===== config.mk =====
export PLATFORM = sky130hd
export DESIGN_NAME = coefs_host_ctrl
export DESIGN_NICKNAME = d
export VERILOG_FILES = /design/src/rtl/coefs_pkg.sv /design/src/rtl/coefs_host_ctrl.sv
export SDC_FILE = /design/constraint.sdc
export NUM_CORES = 1
export LEC_CHECK = 0
export BUFFER_PORTS_ARGS = -buffer_cell sky130_fd_sc_hd__buf_4
export CORE_ASPECT_RATIO = 1.75
export CORE_MARGIN = 1.5
export CORE_UTILIZATION = 40
export CTS_BUF_LIST = sky130_fd_sc_hd__clkbuf_8
export DETAILED_ROUTE_END_ITERATION = 10
export PLACE_DENSITY_LB_ADDON = 0.05
export SYNTH_ARGS = -nofsm -noshare
export SYNTH_HDL_FRONTEND = slang
export SYNTH_SLANG_ARGS = --single-unit
export TNS_END_PERCENT = 20

===== constraint.sdc =====
create_clock -name clock -period 2.5 [get_ports clock]
set_input_delay 0.375 -clock clock [delete_from_list [all_inputs] [get_ports clock]]
set_output_delay 0.375 -clock clock [all_outputs]
set_load 0.005 [all_outputs]

===== src/rtl/coefs_pkg.sv =====
// ============================================================================
// Module      : coefs_pkg
// Description : Shared state encoding, host op codes and default widths for
//               the coefficient RAM host controller.
// Revision    : 1.0 - initial release
// ============================================================================
`default_nettype none

package coefs_pkg;

    localparam int ADDR_W_DEFAULT = 14;
    localparam int DATA_W_DEFAULT = 36;

    localparam logic [1:0] OP_WR  = 2'b00;
    localparam logic [1:0] OP_RD  = 2'b01;
    localparam logic [1:0] OP_CLR = 2'b10;
    localparam logic [1:0] OP_RSV = 2'b11;

    typedef enum logic [2:0] {
        IDLE = 3'd0,
        WR   = 3'd1,
        RD_A = 3'd2,
        RD_D = 3'd3,
        RSP  = 3'd4,
        CLR  = 3'd5
    } coefsState_t;

endpackage

`default_nettype wire


===== src/rtl/coefs_host_ctrl.sv =====
// ============================================================================
// Module      : coefs_host_ctrl
// Description : Host command controller for the left/right coefficient RAMs:
//               single-word write/read, whole-channel clear, error response.
// Revision    : 1.0 - initial release
// ============================================================================
`default_nettype none

module coefs_host_ctrl
    import coefs_pkg::*;
#(
    parameter int ADDR_W = ADDR_W_DEFAULT,
    parameter int DATA_W = DATA_W_DEFAULT
) (
    input  logic              clock,
    input  logic              reset,
    input  logic              cmd_valid,
    output logic              cmd_ready,
    input  logic [1:0]        cmd_op,
    input  logic              cmd_chan,
    input  logic [ADDR_W-1:0] cmd_addr,
    input  logic [DATA_W-1:0] cmd_wdata,
    output logic              rsp_valid,
    output logic              rsp_err,
    output logic [DATA_W-1:0] rsp_data,
    output logic              busy,
    output logic [ADDR_W-1:0] addrLrw,
    output logic [ADDR_W-1:0] addrRrw,
    output logic [DATA_W-1:0] datainLrw,
    output logic [DATA_W-1:0] datainRrw,
    output logic              weL,
    output logic              weR,
    input  logic [DATA_W-1:0] dataoutLrw,
    input  logic [DATA_W-1:0] dataoutRrw
);

    localparam logic [ADDR_W-1:0] c_ADDR_ONE  = ADDR_W'(1);
    localparam logic [ADDR_W-1:0] c_ADDR_LAST = {ADDR_W{1'b1}};

    coefsState_t       r_state;
    coefsState_t       w_stateNext;
    logic [1:0]        r_op;
    logic              r_chan;
    logic [ADDR_W-1:0] r_addrL;
    logic [ADDR_W-1:0] r_addrR;
    logic [DATA_W-1:0] r_datainL;
    logic [DATA_W-1:0] r_datainR;
    logic [DATA_W-1:0] r_rspData;

    logic              w_accept;
    logic              w_writing;
    logic [ADDR_W-1:0] w_selAddr;
    logic              w_clrLast;

    assign cmd_ready = (r_state == IDLE) && !reset;
    assign w_accept  = cmd_valid && cmd_ready;
    assign w_selAddr = r_chan ? r_addrR : r_addrL;
    assign w_clrLast = (w_selAddr == c_ADDR_LAST);

    // Write strobes are gated by reset so an aborting cycle touches no RAM.
    assign w_writing = ((r_state == WR) || (r_state == CLR)) && !reset;
    assign weL       = w_writing && !r_chan;
    assign weR       = w_writing && r_chan;

    assign busy      = (r_state != IDLE) && !reset;
    assign rsp_valid = (r_state == RSP) && !reset;
    assign rsp_err   = rsp_valid && (r_op == OP_RSV);
    assign rsp_data  = r_rspData;

    assign addrLrw   = r_addrL;
    assign addrRrw   = r_addrR;
    assign datainLrw = r_datainL;
    assign datainRrw = r_datainR;

    always_ff @(posedge clock) begin
        if (reset) begin
            r_state <= IDLE;
        end else begin
            r_state <= w_stateNext;
        end
    end

    always_comb begin
        w_stateNext = r_state;
        unique case (r_state)
            IDLE: begin
                if (w_accept) begin
                    unique case (cmd_op)
                        OP_WR:   w_stateNext = WR;
                        OP_RD:   w_stateNext = RD_A;
                        OP_CLR:  w_stateNext = CLR;
                        default: w_stateNext = RSP;
                    endcase
                end
            end
            WR:      w_stateNext = IDLE;
            RD_A:    w_stateNext = RD_D;
            RD_D:    w_stateNext = RSP;
            RSP:     w_stateNext = IDLE;
            CLR:     w_stateNext = w_clrLast ? IDLE : CLR;
            default: w_stateNext = IDLE;
        endcase
    end

    // The selected channel's address register doubles as the clear counter.
    always_ff @(posedge clock) begin
        if (reset) begin
            r_op      <= OP_WR;
            r_chan    <= 1'b0;
            r_addrL   <= '0;
            r_addrR   <= '0;
            r_datainL <= '0;
            r_datainR <= '0;
            r_rspData <= '0;
        end else begin
            unique case (r_state)
                IDLE: begin
                    if (w_accept) begin
                        r_op   <= cmd_op;
                        r_chan <= cmd_chan;
                        unique case (cmd_op)
                            OP_WR: begin
                                if (cmd_chan) begin
                                    r_addrR   <= cmd_addr;
                                    r_datainR <= cmd_wdata;
                                end else begin
                                    r_addrL   <= cmd_addr;
                                    r_datainL <= cmd_wdata;
                                end
                            end
                            OP_RD: begin
                                if (cmd_chan) begin
                                    r_addrR <= cmd_addr;
                                end else begin
                                    r_addrL <= cmd_addr;
                                end
                            end
                            OP_CLR: begin
                                if (cmd_chan) begin
                                    r_addrR   <= '0;
                                    r_datainR <= '0;
                                end else begin
                                    r_addrL   <= '0;
                                    r_datainL <= '0;
                                end
                            end
                            default: r_rspData <= '0;
                        endcase
                    end
                end
                RD_D: r_rspData <= r_chan ? dataoutRrw : dataoutLrw;
                CLR: begin
                    if (!w_clrLast) begin
                        if (r_chan) begin
                            r_addrR <= r_addrR + c_ADDR_ONE;
                        end else begin
                            r_addrL <= r_addrL + c_ADDR_ONE;
                        end
                    end
                end
                default: ;
            endcase
        end
    end

endmodule

`default_nettype wire

* Word-level counts from Yosys, hierarchy flattened
Index checks and enable logic that the tools add are counted.
Widths: inputs -> output; s select.
** Storage, ports and cells
- Word-level logic and storage cells :: 87
- Output and inout bits :: 142
- Bits in registers :: 142
- Input bits :: 128
** Operators by class
- Reductions and logical operators :: 25
- Equal/unequal tests :: 23
- Add/sub/neg operators :: 2
- Muxes and demuxes :: 29
** Operators by type and width (number)
- $mux 36 :: 7
- $pmux 36 s2 :: 3
- $mux 14 :: 11
- $pmux 14 s2 :: 4
- $add 14x1->14 const B :: 2
- $ne 2x2->1 const B :: 9
- $eq 14x14->1 const B :: 1
- $reduce_and 7->1 :: 2
- $ne 3x3->1 const B :: 4
- $pmux 3 s4 :: 1
- $reduce_and 5->1 :: 2
- $pmux 3 s3 :: 1
- $logic_and 1x1->1 :: 8
- $eq 3x2->1 const B :: 2
- $eq 3x3->1 const B :: 2
- $mux 3 :: 2
- $reduce_bool 2->1 :: 3
- $eq 2x2->1 const B :: 2
- $eq 3x1->1 const B :: 1
- $logic_not 3->1 :: 1
- $ne 3x2->1 const B :: 1
- $reduce_and 3->1 :: 1
- $reduce_bool 3->1 :: 1
- $reduce_or 3->1 :: 1
- 6 further kinds :: 7

* Logic depth before layout (Yosys ltp)
- Depth after elaboration :: 5
- Gate-level depth with buffers :: 7
- Mapped depth without buffers :: 6

* Least setup slack after synthesis
Ideal clock, no wire load.
- Kind :: reg2reg
- From :: register r_addrL[2] (netlist: addrLrw[2])
- To :: register r_addrR[9] (netlist: addrRrw[9])
- Slack :: 0.500 ns
- Path buffers :: 1
- Arrival time :: 1.885 ns
- Clock period less this slack :: 2.000 ns
- Cell stages (with the launch flop) :: 7
- Cell sequence :: dfxtp_1 > nand4_4 > or4_4 > a211oi_4 > buf_6 > nor2_2 > a31o_1
** Between the ends
- Cells in the longest elaborated chain, start to end :: 4
** Ends and longest elaborated chain
- start, declared :: RTL line coefs_host_ctrl.sv:44 : logic [ADDR_W-1:0] r_addrL;
- start signal, assigned :: RTL line coefs_host_ctrl.sv:127 : r_addrL <= cmd_addr;
- start signal, assigned :: RTL line coefs_host_ctrl.sv:135 : r_addrL <= cmd_addr;
- start signal, assigned :: RTL line coefs_host_ctrl.sv:157 : r_addrL <= r_addrL + c_ADDR_ONE;
- $mux 14 :: RTL line coefs_host_ctrl.sv:57 : assign w_selAddr = r_chan ? r_addrR : r_addrL;
- $eq 14x14->1 :: RTL line coefs_host_ctrl.sv:58 : assign w_clrLast = (w_selAddr == c_ADDR_LAST);
- $ne 2x2->1 (no source line)
- $reduce_and 7->1 (no source line)
- end signal, assigned :: RTL line coefs_host_ctrl.sv:124 : r_addrR <= cmd_addr;
- end signal, assigned :: RTL line coefs_host_ctrl.sv:133 : r_addrR <= cmd_addr;
- end signal, assigned :: RTL line coefs_host_ctrl.sv:155 : r_addrR <= r_addrR + c_ADDR_ONE;
- end, declared :: RTL line coefs_host_ctrl.sv:45 : logic [ADDR_W-1:0] r_addrR;
No other way between the ends.
A chain may end at the register's enable or synchronous reset.

* Worst setup path in the final report
- From :: register r_addrL[2] (netlist: addrLrw[2])
- To :: register r_addrL[9] (netlist: addrLrw[9])
** Between the ends
- Cells in the longest elaborated chain, start to end :: 4
- Elaborated cells on any way between the ends :: 8
- Classes of those cells :: add/sub (1); eq/ne (2); mux (4); reduce/logical (1)
** Ends and longest elaborated chain (RTL line)
- $add 14x1->14 / $mux 14 (equally long branches) :: coefs_host_ctrl.sv:157, coefs_host_ctrl.sv:57
- $mux 14 / $eq 14x14->1 (equally long branches) :: coefs_host_ctrl.sv:154, coefs_host_ctrl.sv:58
- $mux 14 / $ne 2x2->1 (equally long branches)
- $pmux 14 s2 / $reduce_and 7->1 (equally long branches)
Parallel ways exist; a longest one is shown, timed or not. The select of a mux whose other input is x is not followed.

==> results.toml <==
[cells_and_area]
ff_latch_area_mm2 = 0.00284
multiInputGateArea_mm2 = 0.00334
antenna_cells = 0
layout.nets = 1159
layout-drive-gt1-share_pct = 36.9
area_delta_synth_final_pct = 39.6
fillers = 1573

[sta]
slew_headroom_pct = 36.7
period_minus_slack_ns = 2.23
finalSetupViolCount = 0
rsz0062_at_grt = "no"
hold_violations = 0
setup_slack_ns = 0.274
fmaxAchievable_mhz = 449
finClkSkew_ns = 0.0201
max_slew.worst_pin.slew_ns = 0.945
post-route-period-util_pct = 89.0
tns_ns = 0
slew_viol_final = 0

[placed_design]
preCtsSetupSlack_ns = 0.333
place_congestion = 0.837
dpl.hpwl_mm = 15.2
port_buffers = 269

[global_routing]
grt_util_all_layers_pct = 24.7
grt_antenna_before_repair = 0
grt_pass1_wl_mm = 33.7
met3_usage_pct = 5.30
grt_pass1_vias = 6599
grt_busiest_layer = "met2"
overflow = 0
grt_util_met1_pct = 28.1
grt_util_met2_pct = 43.9
grt_max_degree = 112

[setup_path]
crit_fanout = 9
critPathLaunchType = "register"
end_kind = "register"
crit_required_ns = 2.83
r2r_slack_ns = 0.27
r2r-end = "addrLrw[9]$_SDFFE_PP0P_"
r2r_start = "addrLrw[2]$_SDFFE_PP0P_"
critical_path_class = "register to register"
reg2regPathDepth = 6
crit_arrival_ns = 2.56

[detailed_routing]
firstDrtPassIters = 5
ant_nets = 0
routed_wl_mm = 21.6
drt_iter0_drc = 355
drc = 0
vias = 6873
wl_per_cell_um = 17.5
viasPerCell = 5.58

[synth]
synth.most_common_cell = "dfxtp_1"
synth_largest_area_cell = "dfxtp_1"
synth_edf_count = 0
syn_area_mm2 = 0.00652
synth_common_cells = "142 x dfxtp_1, 98 x a21oi_1, 92 x nand2_1"
synth_top_cell_area_share_pct = 43.6
synth_seq_cells = 142
yosys-top-cells-area = "dfxtp_1 44%, a21oi_1 7.5%, nand3_1 6.5%, mux2_2 6.2%, nand2_1 5.3%"
yosysSeqAreaShare_pct = 43.6
avgSynthCellArea_um2 = 8.33
yosysUniqueCellTypes = 65
ys_warn_count = 0
synth-async-reset-ratio_pct = 0
ys.flop_type = "dfxtp_1"
synth_cells = 782
synth_fp_nets = 912

[power]
p_sw_share_pct = 28.8
power_frac_comb_pct = 13.2
p_seq_share_pct = 49.7
finalPower_mw = 4.74
pwr-share-clk_pct = 37.1
p_sw_mw = 1.36
p_per_area_mw_per_mm2 = 521
peakVddDrop_mv = 0.312
power.internal_mw = 3.37
leakagePower_nw = 3.69

[die]
die_x_um = 99.5
rows = 61
initial_core_util_pct = 40.9
die-area_mm2 = 0.0171
core_area_mm2 = 0.0160
ios = 270
chipHeight_um = 172

[hold_path]
hp-start = "cmd_wdata[28]"
min_to = "datainRrw[28]$_SDFFE_PP0P_"
whs_path_depth = 3
min_path_type = "input port to register"

[cts]
post_cts_resized = 0
cts_hold_buf = 0
clock-sinks = 142
cts.clk_slew.worst_paths_ns = 0.10
insertion_delay_ns = 0.44
root_buffer = "clkbuf_8"
htreeDepth = 4
cts_tree = "built"
post-cts-setup-buffers = 0
cts_buffers = 17
cts_buffer_depth = 2

[run_status]
outcome = "finished clean"

[run]
cap_violations = 0
[per-layer routing]
| layer | vias to the layer above | part of all wire, % |
|---|---|---|
| met2 | 270 | 52 |
| met1 | 3204 | 39 |
| li1 | 3359 | - |
| met5 | - | 0 |
| met4 | 0 | 3.2 |
| met3 | 40 | 6.5 |
[worst max-delay path by stage]
| stage | startpoint | to | slack (ns) | cells after the start |
|---|---|---|---|---|
| 6_report | addrLrw[2]$_SDFFE_PP0P_ | addrLrw[9]$_SDFFE_PP0P_ | 0.27 | 6 |
| 5_1_grt | addrLrw[2]$_SDFFE_PP0P_ | addrLrw[9]$_SDFFE_PP0P_ | 0.17 | 6 |
| 4_1_cts | addrLrw[2]$_SDFFE_PP0P_ | addrLrw[9]$_SDFFE_PP0P_ | 0.29 | 6 |
| 3_5_place_dp | addrLrw[2]$_SDFFE_PP0P_ | addrLrw[9]$_SDFFE_PP0P_ | 0.33 | 6 |
| 3_3_place_gp | addrLrw[2]$_SDFFE_PP0P_ | addrLrw[12]$_SDFFE_PP0P_ | 0.39 | 6 |
| 2_1_floorplan | addrLrw[2]$_SDFFE_PP0P_ | addrRrw[9]$_SDFFE_PP0P_ | 0.50 | 6 |
[cells by family after synthesis]
| family | count (synthesis) | share of synthesized area (%) |
|---|---|---|
| compound gates | 221 | 22.0 |
| xor+xnor | 2 | 0.269 |
| fa+ha+maj | 2 | 0.384 |
| buf+inv | 79 | 5.28 |
| flops | 142 | 43.6 |
| mux | 36 | 6.22 |
| simple gates | 300 | 22.2 |
[stage by stage]
step	utilization [%]	instances	cell area, µm²	hold slack, ns
global route	57.0	1231	9100	0.166
CTS	57.0	1231	9100	0.162
floorplan	-	782	6520	0.446
detailed placement	54.7	1199	8730	0.447
finish	57.0	1231	9100	0.196
global placement	54.7	1199	8730	0.443
[worst max-delay path, stage by stage, from the launching register on]
cell	delay (ns)
dfxtp_1	0.52
nand4_4	0.18
or4_4	0.54
a211oi_4	0.26
buf_4	0.22
nor2_1	0.11
o211a_1	0.27
[power by group through the flow]
| stage | Combinational [mW] | Sequential, mW | Clock (mW) |
|---|---|---|---|
| after floorplan | 0.302 | 2.39 | 0 |
| after global placement | 0.629 | 2.40 | 0 |
| after detailed placement | 0.628 | 2.40 | 0 |
| after CTS | 0.630 | 2.35 | 1.81 |
| after global routing | 0.682 | 2.36 | 1.90 |
| final | 0.625 | 2.35 | 1.76 |
[final cells by class]
class / instances / area share [%]
well taps: 189 / 2.60
inverters: 10 / 0.413
clock inverters: 14 / 1.35
repair buffers: 297 / 24.9
clock buffers: 18 / 2.72
flip-flops and latches: 142 / 31.3
multi-input cells: 561 / 36.7
[placed cells by master, fill, tap and decap left out, types with 15 or more instances in the layout]
cell type	n
dfxtp_1	141
nor2_1	55
nand2_1	92
a22oi_1	40
buf_4	294
clkbuf_8	18
o21ai_0	15
mux2_2	36
a21oi_1	98
nand3_1	84
[flip-flops by register name, summed over array words and instances, names as in the netlist]
register   flops
datainLrw     36
datainRrw     36
rsp_data      36
addrLrw       14
addrRrw       14
r_state        3
r_op           2
r_chan         1
Power figures use the tool's default switching activity.
